--- src/rtl/fetch_if.sv ---
// Fetch-stage port bundle: hazard/execute controls, instruction-memory port, IF/ID outputs.
// FETCH_PERF_CNT_EN adds the fetch/stall/flush counter outputs.
interface fetch_if #(
    parameter int WIDTH = 32
);
    logic             stall_f;
    logic             flush_d;
    logic             pcsrc_e;
    logic [WIDTH-1:0] pc_target_e;
    logic [WIDTH-1:0] imem_addr;
    logic [WIDTH-1:0] imem_rdata;
    logic [WIDTH-1:0] instr_d;
    logic [WIDTH-1:0] pc_d;
    logic [WIDTH-1:0] pcplus4_d;
    logic             valid_d;
`ifdef FETCH_PERF_CNT_EN
    logic [31:0]      fetch_cnt;
    logic [31:0]      stall_cnt;
    logic [31:0]      flush_cnt;

    modport master (
        output stall_f, flush_d, pcsrc_e, pc_target_e, imem_rdata,
        input  imem_addr, instr_d, pc_d, pcplus4_d, valid_d,
        input  fetch_cnt, stall_cnt, flush_cnt
    );
    modport slave (
        input  stall_f, flush_d, pcsrc_e, pc_target_e, imem_rdata,
        output imem_addr, instr_d, pc_d, pcplus4_d, valid_d,
        output fetch_cnt, stall_cnt, flush_cnt
    );
`else
    modport master (
        output stall_f, flush_d, pcsrc_e, pc_target_e, imem_rdata,
        input  imem_addr, instr_d, pc_d, pcplus4_d, valid_d
    );
    modport slave (
        input  stall_f, flush_d, pcsrc_e, pc_target_e, imem_rdata,
        output imem_addr, instr_d, pc_d, pcplus4_d, valid_d
    );
`endif
endinterface

--- src/rtl/fetch_stage.sv ---
// RV32I instruction fetch: PC register plus IF/ID pipeline register.
// Optional FETCH_PERF_CNT_EN adds fetch/stall/flush event counters.
module fetch_stage #(
    parameter int               WIDTH     = 32,
    parameter logic [WIDTH-1:0] RESET_PC  = '0,
    parameter logic [WIDTH-1:0] NOP_INSTR = WIDTH'(32'h0000_0013)
) (
    input  logic  clk,
    input  logic  rst,
    fetch_if.slave fif
);
    typedef struct packed {
        logic [WIDTH-1:0] instr;
        logic [WIDTH-1:0] pc;
        logic [WIDTH-1:0] pcplus4;
        logic             valid;
    } ifid_t;

    localparam ifid_t BUBBLE = '{instr: NOP_INSTR, pc: '0, pcplus4: '0, valid: 1'b0};

    logic [WIDTH-1:0] pc_q, pc_next, pc_plus4, target;
    ifid_t            ifid_q, ifid_next;

    assign pc_plus4 = pc_q + WIDTH'(4);
    // No compressed ISA: low target bits are dropped, not trapped.
    assign target   = fif.pc_target_e & ~WIDTH'(3);

    always_comb begin
        pc_next = pc_plus4;
        if (rst)              pc_next = RESET_PC;
        else if (fif.pcsrc_e) pc_next = target;
        else if (fif.stall_f) pc_next = pc_q;
    end

    always_comb begin
        ifid_next = '{instr: fif.imem_rdata, pc: pc_q, pcplus4: pc_plus4, valid: 1'b1};
        if (rst || fif.flush_d) ifid_next = BUBBLE;
        else if (fif.stall_f)   ifid_next = ifid_q;
    end

    always_ff @(posedge clk) begin
        pc_q   <= pc_next;
        ifid_q <= ifid_next;
    end

    assign fif.imem_addr = pc_q;
    assign fif.instr_d   = ifid_q.instr;
    assign fif.pc_d      = ifid_q.pc;
    assign fif.pcplus4_d = ifid_q.pcplus4;
    assign fif.valid_d   = ifid_q.valid;

`ifdef FETCH_PERF_CNT_EN
    logic [31:0] fetch_cnt_q, stall_cnt_q, flush_cnt_q;

    always_ff @(posedge clk) begin
        if (rst) begin
            fetch_cnt_q <= '0;
            stall_cnt_q <= '0;
            flush_cnt_q <= '0;
        end else begin
            if (fif.flush_d)      flush_cnt_q <= flush_cnt_q + 32'd1;
            else if (fif.stall_f) stall_cnt_q <= stall_cnt_q + 32'd1;
            else                  fetch_cnt_q <= fetch_cnt_q + 32'd1;
        end
    end

    assign fif.fetch_cnt = fetch_cnt_q;
    assign fif.stall_cnt = stall_cnt_q;
    assign fif.flush_cnt = flush_cnt_q;
`endif
endmodule
--- src/flat_wrapper.sv ---
// flat-port wrapper written by rule: the top's interface ports become plain ports
module fetch_stage_flat 
#(
    parameter int               WIDTH     = 32,
    parameter logic [WIDTH-1:0] RESET_PC  = '0,
    parameter logic [WIDTH-1:0] NOP_INSTR = WIDTH'(32'h0000_0013)
)
  (clk, rst, fif_stall_f, fif_flush_d, fif_pcsrc_e, fif_pc_target_e, fif_imem_rdata, fif_imem_addr, fif_instr_d, fif_pc_d, fif_pcplus4_d, fif_valid_d);
  fetch_if #(.WIDTH(WIDTH)) fif_i ();
  input  logic clk;
  input  logic rst;
  input wire logic [$bits(fif_i.stall_f)-1:0] fif_stall_f;
  input wire logic [$bits(fif_i.flush_d)-1:0] fif_flush_d;
  input wire logic [$bits(fif_i.pcsrc_e)-1:0] fif_pcsrc_e;
  input wire logic [$bits(fif_i.pc_target_e)-1:0] fif_pc_target_e;
  input wire logic [$bits(fif_i.imem_rdata)-1:0] fif_imem_rdata;
  output wire logic [$bits(fif_i.imem_addr)-1:0] fif_imem_addr;
  output wire logic [$bits(fif_i.instr_d)-1:0] fif_instr_d;
  output wire logic [$bits(fif_i.pc_d)-1:0] fif_pc_d;
  output wire logic [$bits(fif_i.pcplus4_d)-1:0] fif_pcplus4_d;
  output wire logic [$bits(fif_i.valid_d)-1:0] fif_valid_d;
  assign fif_i.stall_f = fif_stall_f;
  assign fif_i.flush_d = fif_flush_d;
  assign fif_i.pcsrc_e = fif_pcsrc_e;
  assign fif_i.pc_target_e = fif_pc_target_e;
  assign fif_i.imem_rdata = fif_imem_rdata;
  assign fif_imem_addr = fif_i.imem_addr;
  assign fif_instr_d = fif_i.instr_d;
  assign fif_pc_d = fif_i.pc_d;
  assign fif_pcplus4_d = fif_i.pcplus4_d;
  assign fif_valid_d = fif_i.valid_d;
  fetch_stage #(.WIDTH(WIDTH), .RESET_PC(RESET_PC), .NOP_INSTR(NOP_INSTR)) u_core (.clk(clk), .rst(rst), .fif(fif_i));
endmodule
--- config.mk ---
export PLATFORM = sky130hd
export DESIGN_NAME = fetch_stage_flat
export DESIGN_NICKNAME = d
export VERILOG_FILES = /design/src/rtl/fetch_if.sv /design/src/rtl/fetch_stage.sv /design/src/flat_wrapper.sv
export SDC_FILE = /design/constraint.sdc
export NUM_CORES = 1
export LEC_CHECK = 0
export ABC_AREA = 1
export BUFFER_PORTS_ARGS = -buffer_cell sky130_fd_sc_hd__buf_2
export CORE_AREA = 2 2 145 90
export CTS_BUF_LIST = sky130_fd_sc_hd__clkbuf_4
export CTS_CLUSTER_DIAMETER = 150
export CTS_CLUSTER_SIZE = 14
export DETAILED_ROUTE_END_ITERATION = 10
export DIE_AREA = 0 0 147 92
export PLACE_DENSITY_LB_ADDON = 0.3
export SYNTH_ARGS = -nofsm -noshare
export SYNTH_HDL_FRONTEND = slang
export SYNTH_SLANG_ARGS = --single-unit
--- constraint.sdc ---
create_clock -name clk -period 2.9 [get_ports clk]
set_input_delay 0.29 -clock clk [delete_from_list [all_inputs] [get_ports clk]]
set_output_delay 0.29 -clock clk [all_outputs]
set_load 0.05 [all_outputs]
**Yosys cells after proc, flatten, opt, wreduce, memory -nomap -nowiden**

Cells that the tools add are included.

- Eq/ne operators: 1
- Muxes and demuxes: 2
- Add/sub/neg operators: 1
- Reductions and logical operators: 2

Operators by type and width:

| kind | number |
|---|---|
| $mux 32 | 2 |
| $add 32x3->32 const B | 1 |
| $ne 2x1->1 const B | 1 |
| $reduce_or 2->1 | 1 |
| $logic_or 1x1->1 | 1 |

- Input bits: 69
- Logic and storage cells: 12
- Register bits: 129

**Logic depth before layout (Yosys ltp)**

- Depth in word-level cells: 3
- Mapped depth: 10
- Depth with buffers taken out: 10

**Least setup slack after synthesis**

No wires, ideal clock.

- Kind: register -> register
- Start: reg u_core.pc_q[2], in the netlist u_core.fif.imem_addr[2]
- End: reg u_core.pc_q[14], in the netlist u_core.fif.imem_addr[14]
- Required time: 2,785 ps
- Buffers on the path: 0
- Library setup time: 115 ps
- Clock period less this slack: 1,920 ps
- Path slack: 980 ps
- Arrival: 1,805 ps
- Cell stages (with the launch flop): 10
- Cell sequence: dfxtp_1 -> ha_1 -> nand2_2 -> nor2_4 -> nand2_4 -> nor2_4 -> nand2_1 -> nand3_1 -> nor2_1 -> o21a_1

- Longest elaborated chain between the ends: 3

Ends and longest elaborated chain:

| element | line | source |
|---|---|---|
| start, declared | fetch_stage.sv:21 | `logic [WIDTH-1:0] pc_q, pc_next, pc_plus4, target;` |
| start signal, assigned | fetch_stage.sv:42 | `pc_q <= pc_next;` |
| $add 32x3->32 | fetch_stage.sv:24 | `assign pc_plus4 = pc_q + WIDTH'(4);` |
| $mux 32 | fetch_stage.sv:32 | `else if (fif.stall_f) pc_next = pc_q;` |
| $mux 32 | fetch_stage.sv:31 | `else if (fif.pcsrc_e) pc_next = target;` |

No other way between the ends. The select of a mux whose other input is x is not followed.
A chain may end at the register's enable or synchronous reset.

**Worst setup path in the final report**

- Start: reg u_core.pc_q[18], in the netlist u_core.fif.imem_addr[18]
- End: reg u_core.ifid_q, in the netlist u_core.fif.pcplus4_d[30]

- Longest elaborated chain between the ends: 1

Ends and longest elaborated chain:

| element | line | source |
|---|---|---|
| $add 32x3->32 | fetch_stage.sv:24 |  |
| end signal, assigned | fetch_stage.sv:43 | `ifid_q <= ifid_next;` |
| end, declared | fetch_stage.sv:22 | `ifid_t ifid_q, ifid_next;` |

No other way between the ends.

==> metrics.yaml <==
final_layout:
  layout_common_cells: "nand2_1 (219), buf_2 (189), dfxtp_1 (123), a21oi_1 (107), inv_1 (52)"
  seq_area_sq_mm: 0.00246
  fin_nets: 1030
  layoutNonFillerInstCount: 1140
  final_common_cell: "nand2_1"
  multi_input_area_sq_mm: 0.00251
  diodes: 0
  fin_util_pct: 56.4
  fillerInstances: 1241
  syn2layout_area_growth_pct: 30.0
  drive_gt1_share_pct: 25.3
die:
  core_sq_mm: 0.0124
  dieArea_sq_mm: 0.0135
  die_w_um: 147
  initial_core_util_pct: 43.3
  num_rows: 32
  pin_count: 198
  die_h_um: 92
global_routing:
  grt.total_usage_pct: 26.1
  grt_pass1_wl_um: 27200
  first_global_vias: 5115
  antenna_found_initial: 0
  globalRouteOverflowTotal: 0
  grt_max_degree: 131
drt:
  drtIter0Drc: 497
  first_pass_iters: 5
  wl_per_cell_um: 15.5
  drc: 0
  drt_wl_total_um: 17700
  num_vias: 5691
  drt-vias-per-instance: 4.99
  ant_nets: 0
synth:
  synthesis.area_sq_mm: 0.00538
  avgSynthCellArea_sq_um: 7.14
  yosys_warnings: 0
  yosysUniqueCellTypes: 28
  synth_seq_area_share_pct: 45.8
  syn_inst: 754
  ys_ff_latch: 123
sta:
  period_minus_slack_ns: 1.80
  rsz0062_at_grt: "false"
  period_share_pct: 62.1
  relSlewSlack_pct: 45.8
  tns_ns: 0
  finClkSkew_ns: 0.0200
  finalMaxSlewViolations: 0
  setup_viol: 0
  tightest_slew_ns: 0.813
  hold_violations: 0
  max_freq_mhz: 556
status:
  status: "complete, no violations"
placed_design:
  dp_hpwl_um: 12100
  gp_congestion: 0.922
  io_buffers: 189
  dp.cells: 1077
clock_network:
  clk_pin_slew_ns: 0.10
  postCtsSetupRepairBufs: 0
  cts_buffer_depth: 2
  clk_latency_ns: 0.52
  root_buffer: "clkbuf_4"
  cts_tree: "yes"
  hold_buffers: 33
  cts_buffers: 17
  cts.sinks: 123
  h-tree-depth: 4
  cts_resized: 0
critical_path:
  cp_cell_sequence: "nand2_1 -> nor2_1 -> nand2_1 -> nor2_1 -> nand2_1 -> nand2_1 -> nand3_1 -> a21oi_1"
  crit_family: "simple AND/OR/NAND/NOR gates"
  end_kind: "flop"
  critPathLaunchType: "flop"
  critPathSlowestCell: "dfxtp_1"
  cp_max_fo: 7
  max_stage_delay_ns: 0.58
  crit_top_cell: "nand2_1"
  arrival_ns: 2.25
  crit_type: "reg2reg"
  cp.required_ns: 3.35
  worst-path-buf-inv: 0
power_and_ir_drop:
  totalPowerFinal_w: 0.00354
  leakage_nw: 3.10
  vdd_drop_max_v: 0.000261
  cellPowerDensity_mw_per_mm2: 506
min_path:
  min_path_type: "in2reg"
flow_run:
  drv_cap: 0
## metrics by stage
step	hold WS, ns	setup WS (ns)	cell area, sq um
floorplan	0.403	0.980	5400
global placement	0.441	1.12	6420
detailed placement	0.449	1.06	6420
CTS	0.00843	1.14	6980
global route	0.00650	0.970	6990
finish	0.0518	1.10	6990
## Yosys cell counts, drive strengths merged
| cell type | number | area share [%] |
|---|---|---|
| a21oi | 107 | 10 |
| a22o | 5 | 0.81 |
| a31oi | 5 | 0.58 |
| and2 | 3 | 0.35 |
| buf | 18 | 1.8 |
| clkbuf | 31 | 2.2 |
| conb | 1 | 0.070 |
| dfxtp | 123 | 46 |
| ha | 1 | 0.23 |
| inv | 55 | 3.8 |
| nand2 | 224 | 16 |
| nand3 | 42 | 3.9 |
| nand3b | 1 | 0.14 |
| nand4 | 16 | 1.9 |
| nor2 | 60 | 5.5 |
| o211ai | 1 | 0.14 |
| o21a | 5 | 0.70 |
| o21ai | 47 | 4.4 |
| or2 | 1 | 0.12 |
| xor2 | 8 | 1.6 |
## kinds of logic (layout without fill, tap and decap cells)
| kind of cell | after synthesis | count (layout) | synth area share (%) |
|---|---|---|---|
| AND/OR/NAND/NOR | 347 | 347 | 28.0 |
| AO/OA/AOI/OAI | 170 | 170 | 16.6 |
| flip-flops | 123 | 123 | 45.8 |
| buffers and inverters | 104 | 315 | 7.84 |
| XOR/XNOR | 8 | 8 | 1.58 |
| adder cells (fa/ha/maj) | 1 | 1 | 0.233 |
| other | 1 | 6 | 0.0697 |
## worst reg2reg max path, cell delays in order, from the launching register on
cell and delay [ns]:
dfxtp_1 0.58, nand2_1 0.18, nor2_1 0.13, nand2_1 0.11, nor2_1 0.20, nand2_1 0.08, nand2_1 0.08, nand3_1 0.20
a21oi_1 0.19
## report_power, final
group / leakage [nW] / internal (W) / switching, W
registers: 1.00 / 0.00175 / 0.0000587
logic: 1.97 / 0.000175 / 0.000460
clock network: 0.126 / 0.000477 / 0.000617
total: 3.10 / 0.00240 / 0.00114
## path summary, 6_finish.rpt
path / from / slack, ns / cells after the start / end
max reg2reg: u_core.fif.imem_addr[18]$_SDFFE_PP0P_ / 1.10 / 8 / u_core.fif.pcplus4_d[30]$_SDFFE_PP0N_
min reg2reg: u_core.fif.instr_d[31]$_SDFFE_PP0N_ / 0.46 / 2 / u_core.fif.instr_d[31]$_SDFFE_PP0N_
min: fif_pc_target_e[5] / 0.05 / 3 / u_core.fif.imem_addr[5]$_SDFFE_PP0P_
max: u_core.fif.imem_addr[18]$_SDFFE_PP0P_ / 1.10 / 8 / u_core.fif.pcplus4_d[30]$_SDFFE_PP0N_
## layout make-up
type,count,area share [%]
Timing Repair Buffer,231,19.4
Sequential cell,123,35.2
Clock buffer,17,1.82
Clock inverter,12,1.56
Multi-Input combinational cell,532,36.0
Tap cell,170,3.04
Inverter,55,2.99
## flip-flops by register name, indices dropped and copies added (netlist names)
| name | count |
|---|---|
| u_core.fif.imem_addr | 30 |
| u_core.fif.instr_d | 32 |
| u_core.fif.pc_d | 30 |
| u_core.fif.valid_d | 1 |
| u_core.fif.pcplus4_d | 30 |
## routing by layer
| metal | part of all wire [%] | track usage, % | routed length [um] | vias up |
|---|---|---|---|---|
| li1 | - | - | - | 2844 |
| met1 | 49 | 38.0 | 8650 | 2576 |
| met2 | 39 | 35.7 | 6910 | 255 |
| met3 | 11 | 10.1 | 1960 | 16 |
| met4 | 0.86 | 6.41 | 152 | 0 |
| met5 | 0 | 0 | 0 | - |
(Power assumes the default switching activity.)
